--- src/rtl/sha256_padder.sv ---
// SHA-256 message padder: packs 32-bit big-endian words into 512-bit blocks,
// appends the 0x80 marker, zero fill and 64-bit bit length, and flags first/last blocks.
module sha256_padder #(
  parameter int unsigned LEN_W = 32
) (
  input  logic         clk_i,
  input  logic         rst_ni,
  input  logic         in_valid,
  output logic         in_ready,
  input  logic [31:0]  in_data,
  input  logic         in_last,
  input  logic [2:0]   in_bytes,
  output logic         blk_valid,
  input  logic         blk_ready,
  output logic [511:0] blk,
  output logic         blk_new,
  output logic         blk_last
);

  localparam logic [0:0] ACCUM = 1'b0;
  localparam logic [0:0] SEND  = 1'b1;

  logic [0:0]       state;
  logic [3:0]       idx;
  logic [LEN_W-1:0] byte_cnt;
  logic [LEN_W-1:0] cnt_next;
  logic             first;
  logic             extra_pending;
  logic             spill;
  logic [31:0]      slot      [16];
  logic [31:0]      slot_next [16];
  logic [2:0]       nb;
  logic [4:0]       used;
  logic [31:0]      keep_mask;
  logic [31:0]      marker;
  logic [31:0]      word_in;
  logic [63:0]      bit_len;
  logic [63:0]      bit_len_cur;

  assign in_ready  = (state == ACCUM);
  assign blk_valid = (state == SEND);

  // Non-final beats always carry four bytes; oversized counts saturate at four.
  assign nb = !in_last ? 3'd4 : ((in_bytes > 3'd4) ? 3'd4 : in_bytes);

  always_comb begin
    keep_mask = '1;
    marker    = '0;
    case (nb)
      3'd0: begin keep_mask = 32'h0000_0000; marker = 32'h8000_0000; end
      3'd1: begin keep_mask = 32'hFF00_0000; marker = 32'h0080_0000; end
      3'd2: begin keep_mask = 32'hFFFF_0000; marker = 32'h0000_8000; end
      3'd3: begin keep_mask = 32'hFFFF_FF00; marker = 32'h0000_0080; end
      default: begin keep_mask = '1; marker = '0; end
    endcase
  end

  assign word_in     = (in_data & keep_mask) | (in_last ? marker : 32'h0);
  assign used        = (nb == 3'd4) ? ({1'b0, idx} + 5'd2) : ({1'b0, idx} + 5'd1);
  assign cnt_next    = byte_cnt + LEN_W'(nb);
  assign bit_len     = 64'(cnt_next) << 3;
  assign bit_len_cur = 64'(byte_cnt) << 3;

  // Slot image after accepting the current beat, including padding when it is the last.
  always_comb begin
    for (int unsigned i = 0; i < 16; i++) begin
      slot_next[i] = slot[i];
      if (i == 32'(idx)) begin
        slot_next[i] = word_in;
      end else if (in_last && (i > 32'(idx))) begin
        if ((nb == 3'd4) && (i == 32'(idx) + 1)) slot_next[i] = 32'h8000_0000;
        else                                     slot_next[i] = '0;
      end
    end
    if (in_last && (used <= 5'd14)) begin
      slot_next[14] = bit_len[63:32];
      slot_next[15] = bit_len[31:0];
    end
  end

  always_comb begin
    blk = '0;
    for (int unsigned i = 0; i < 16; i++) blk[511 - 32*i -: 32] = slot[i];
  end

  always_ff @(posedge clk_i or negedge rst_ni) begin
    if (!rst_ni) begin
      state         <= ACCUM;
      idx           <= '0;
      byte_cnt      <= '0;
      first         <= 1'b1;
      extra_pending <= 1'b0;
      spill         <= 1'b0;
      blk_new       <= 1'b0;
      blk_last      <= 1'b0;
      for (int unsigned i = 0; i < 16; i++) slot[i] <= '0;
    end else begin
      case (state)
        ACCUM: begin
          if (in_valid) begin
            for (int unsigned i = 0; i < 16; i++) slot[i] <= slot_next[i];
            byte_cnt <= cnt_next;
            if (!in_last && (idx != 4'd15)) begin
              idx <= idx + 4'd1;
            end else begin
              state   <= SEND;
              idx     <= '0;
              blk_new <= first;
              if (!in_last) begin
                blk_last <= 1'b0;
              end else if (used <= 5'd14) begin
                blk_last <= 1'b1;
              end else begin
                blk_last      <= 1'b0;
                extra_pending <= 1'b1;
                spill         <= (used == 5'd17);
              end
            end
          end
        end
        default: begin
          if (blk_ready) begin
            if (extra_pending) begin
              // Length-only trailer block; the marker lands here only when it spilled.
              slot[0] <= spill ? 32'h8000_0000 : 32'h0;
              for (int unsigned i = 1; i < 14; i++) slot[i] <= '0;
              slot[14]      <= bit_len_cur[63:32];
              slot[15]      <= bit_len_cur[31:0];
              blk_new       <= 1'b0;
              blk_last      <= 1'b1;
              extra_pending <= 1'b0;
            end else begin
              state <= ACCUM;
              if (blk_last) begin
                byte_cnt <= '0;
                first    <= 1'b1;
              end else begin
                first <= 1'b0;
              end
            end
          end
        end
      endcase
    end
  end

endmodule

--- config.mk ---
export PLATFORM = sky130hd
export DESIGN_NAME = sha256_padder
export DESIGN_NICKNAME = d
export VERILOG_FILES = /design/src/rtl/sha256_padder.sv
export SDC_FILE = /design/constraint.sdc
export NUM_CORES = 1
export LEC_CHECK = 0
export ABC_AREA = 1
export CAP_MARGIN = 25
export CORE_UTILIZATION = 45
export CTS_BUF_LIST = sky130_fd_sc_hd__clkbuf_4 sky130_fd_sc_hd__clkbuf_8
export DETAILED_ROUTE_END_ITERATION = 8
export HOLD_SLACK_MARGIN = 0.03
export PLACE_DENSITY = 0.78
export SETUP_SLACK_MARGIN = 0.5
export SLEW_MARGIN = 20
export SYNTH_ARGS = -nofsm -noshare
export SYNTH_HDL_FRONTEND = slang
export SYNTH_SLANG_ARGS = --single-unit
--- constraint.sdc ---
create_clock -name clk_i -period 2.7 [get_ports clk_i]
set_input_delay 0.27 -clock clk_i [delete_from_list [all_inputs] [get_ports clk_i]]
set_output_delay 0.27 -clock clk_i [all_outputs]
set_load 0.01 [all_outputs]
==> impl_metrics.tcl <==
set metrics [dict create \
    placementRows 83 \
    unrepaired_setup_endpoints_after_global_routing "true" \
    num_vias 22440 \
    syn_nets 2593 \
    clock_tree.buffer_depth 3 \
    yosysSeqAreaShare_pct 59.32 \
    post_dp_cell_area_um2 30510 \
    grt_pass1_vias 22290 \
    grt.total_usage_pct 35.42 \
    timing_worst_slew_pin_value_ns 0.7177 \
    share_of_post_route_cells_with_drive_strength_above_1_pct 14.06 \
    first_pass_grt_wire_length_mm 140.0 \
    post_synth_instance_area_um2 23370 \
    detailedRoute.firstPassIterationCount 6 \
    gp_congestion 0.9612 \
    antenna_violation_net_count_after_detailed_routing 0 \
    drc_errors 0 \
    syn2layout_area_growth_pct 42.89 \
    finalCriticalPeriod_ns 2.198 \
    cts_buffers 92 \
    cap_violations 0 \
    worst-path-max-fanout 5 \
    wl_per_cell_um 24.44 \
    avgSynthCellArea_um2 9.202 \
    nFillCells 4070 \
    worstSetupEndpointType "output port" \
    floorplan.die.height_um 229.9 \
    seqCellArea_um2 13870 \
    final.setup.worst_slack_ns 0.5017 \
    dr.first_iter.drc_count 2368 \
    multiInputGateArea_um2 7841 \
    nets 3233 \
    grt.overflow.total 0 \
    timing_worst_setup_path_type "flop to output port" \
    place_ws_ns -0.1070 \
    yosysWarnings 0 \
    worst_ir_drop_vdd_v 0.0005157 \
    grt_max_degree 117 \
    clkLatencyLatePin_ns 0.68 \
    slew_viol_final 0 \
    grt_antenna_before_repair 5 \
    clkSlewWorstSetupHoldPaths_ns 0.06 \
    p_per_area_nw_per_um2 839.8 \
    ff_latch_count_synth 554 \
    tritoncts_clock_tree "built" \
    final_min_period_over_clock_period_pct 81.42 \
    max_slew_headroom_at_the_worst_pin_pct 52.10 \
    cp-start-kind "flop" \
    fmax_mhz 454.9 \
    timing.clock.skew_ns 0.03072 \
    core_ar_um2 51300 \
    timing.final.hold_violations 0 \
    design.portCount 556 \
    cts_htree_levels 3 \
    root_buffer "sky130_fd_sc_hd__clkbuf_8" \
    synthCells 2540 \
    total_power_mw 28.05 \
    worstHoldPathType "input port to asynchronous set/reset pin" \
    dieArea_um2 52860 \
    route.final.wire_length_mm 96.14 \
    post-dp-hpwl_mm 64.87 \
    cts.sinks 554 \
    r2r_worst_path_depth 14 \
    portBuffers 555 \
    viasPerCell 5.706 \
    power_leakage_nw 14.70 \
    initial_utilization_pct 45.56 \
    timing.final.setup_violations 0 \
    cp.required_ns 2.43 \
    cp_data_arrival_time_ns 1.93 \
    dieWidth_um 229.9 \
    finalInstanceArea_um2 33400 \
    number_of_distinct_library_cells_after_synthesis 47 \
    status "complete, no violations" \
]
[cell usage after synthesis, drive strengths merged]
library cell | n | area, um^2
a211oi | 1 | 7.510
a21oi | 44 | 231.5
a21boi | 3 | 22.52
o22ai | 210 | 1501
nand3b | 2 | 15.01
nand3 | 72 | 390.4
nor3 | 11 | 55.05
ha | 12 | 150.1
clkbuf | 104 | 392.9
nand4 | 7 | 50.05
o221ai | 2 | 17.52
o2111ai | 4 | 35.03
o21ai | 426 | 2136
nor4 | 1 | 6.260
xnor2 | 1 | 8.760
a31oi | 4 | 61.31
nor2 | 116 | 459.2
dfrtp | 553 | 13840
fa | 1 | 20.02
xor2 | 20 | 175.2
o211ai | 15 | 112.6
buf | 69 | 382.9
o21a | 1 | 7.510
nand2 | 522 | 1972
a22o | 2 | 17.52
or2 | 7 | 43.79
dfstp | 1 | 26.28
inv | 329 | 1237
[kinds of logic after synthesis]
kind of cell	count (synthesis)	share of synthesized area [%]
compound gates	712	17.76
xor+xnor	21	0.7869
fa+ha+maj	13	0.7280
buf+inv	502	8.613
flops	554	59.32
simple gates	738	12.80
[area by class of cell]
cell class	instances	share of cell area [%]
Inverter	329	3.787
Clock inverter	15	0.5432
Timing Repair Buffer	718	22.55
Antenna cell	3	0.02248
Sequential cell	554	41.53
Clock buffer	149	5.541
Tap cell	680	2.547
Multi-Input combinational cell	1485	23.48
[layer usage]
metal | vias to the layer above | track usage (%) | share of wire (%)
met5 | - | 0 | 0
met4 | 0 | 18.05 | 5.4
met3 | 289 | 8.147 | 10
met2 | 1429 | 57.62 | 48
met1 | 11100 | 44.26 | 37
li1 | 9627 | - | -
[power breakdown]
group          total (mW)  internal, mW  switching (mW)
clock network        8.11          4.63            3.48
logic                9.50          3.77            5.73
registers            10.4          9.47           0.962
total                28.0          17.9            10.2
[placed cells by master (no fill, tap or decap), types with 4 or more instances in the layout]
cell,netlist,final
sky130_fd_sc_hd__inv_1,321,312
sky130_fd_sc_hd__inv_6,0,4
sky130_fd_sc_hd__nand4_1,6,6
sky130_fd_sc_hd__clkinv_2,0,6
sky130_fd_sc_hd__o21ai_2,1,4
sky130_fd_sc_hd__nand3_1,69,63
sky130_fd_sc_hd__clkbuf_4,0,32
sky130_fd_sc_hd__ha_1,12,6
sky130_fd_sc_hd__o22ai_1,180,180
sky130_fd_sc_hd__inv_2,7,11
sky130_fd_sc_hd__nand2_2,2,12
sky130_fd_sc_hd__nand2_1,519,504
sky130_fd_sc_hd__clkbuf_8,0,117
sky130_fd_sc_hd__o211ai_1,15,15
sky130_fd_sc_hd__xor2_2,0,4
sky130_fd_sc_hd__xor2_1,20,16
sky130_fd_sc_hd__dfrtp_1,553,549
sky130_fd_sc_hd__clkdlybuf4s50_1,0,553
sky130_fd_sc_hd__o21ai_1,19,36
sky130_fd_sc_hd__buf_6,2,13
sky130_fd_sc_hd__o2111ai_1,4,4
sky130_fd_sc_hd__nor2_4,0,5
sky130_fd_sc_hd__dfrtp_2,0,4
sky130_fd_sc_hd__a21oi_1,41,39
sky130_fd_sc_hd__clkbuf_16,0,5
sky130_fd_sc_hd__buf_12,0,40
sky130_fd_sc_hd__o21ai_0,406,384
sky130_fd_sc_hd__nor2_1,112,101
sky130_fd_sc_hd__nor2_2,3,10
sky130_fd_sc_hd__or2_2,7,5
sky130_fd_sc_hd__nand3_2,1,5
sky130_fd_sc_hd__nand3_4,2,4
sky130_fd_sc_hd__o22ai_2,30,30
sky130_fd_sc_hd__a21oi_4,0,4
sky130_fd_sc_hd__buf_4,11,98
sky130_fd_sc_hd__nand2_4,1,5
sky130_fd_sc_hd__ha_2,0,4
sky130_fd_sc_hd__nor3_1,11,10
[per-stage QoR]
stage | utilization, % | std cells | hold WS, ns | TNS [ns]
finish | 65.10 | 3933 | 0.1066 | 0
global placement | 59.48 | 3726 | 0.2447 | -0.4262
floorplan | - | 2540 | -0.02559 | 0
detailed placement | 59.48 | 3726 | 0.2407 | -0.8501
global route | 65.09 | 3930 | 0.1276 | 0
CTS | 64.21 | 3913 | 0.09338 | 0
[path summary, 6_finish.rpt]
kind	start	end	slack (ns)
worst min register to register	blk[367]$_DFFE_PN0P_	blk[367]$_DFFE_PN0P_	0.49
min in group clk_i	blk_ready	blk_valid$_DFF_PN0_	0.20
worst max-delay path	blk_valid$_DFF_PN0_	blk_valid	0.50
worst max register to register	idx[1]$_DFFE_PN0P_	blk[15]$_DFFE_PN0P_	0.51
max in group asynchronous	rst_ni	blk[443]$_DFFE_PN0P_	1.54
worst min-delay path	rst_ni	blk[57]$_DFFE_PN0P_	0.11
[critical path, cell delays in order (launching register included)]
cell	delay [ns]
sky130_fd_sc_hd__dfrtp_2	0.46
sky130_fd_sc_hd__buf_4	0.15
sky130_fd_sc_hd__buf_12	0.09
sky130_fd_sc_hd__clkdlybuf4s50_1	0.53
[flip-flops by register name, indices dropped and copies added (netlist names)]
signal	count
blk	512
byte_cnt	32
idx	4
blk_last	1
blk_new	1
blk_valid	1
extra_pending	1
first	1
spill	1
[what timing repair did]
| action | CTS | global route |
|---|---|---|
| buffers inserted | 17 | 10 |
| endpoints found under the setup margin | 363 | 301 |
| gates cloned | 5 | 7 |
| hold buffers | 1 | 0 |
| pin swaps | 3 | 17 |
| gates resized for setup | 45 | 78 |
| endpoints found under the hold margin | 390 | 0 |
Note: power is estimated with default switching activity, not from simulation.
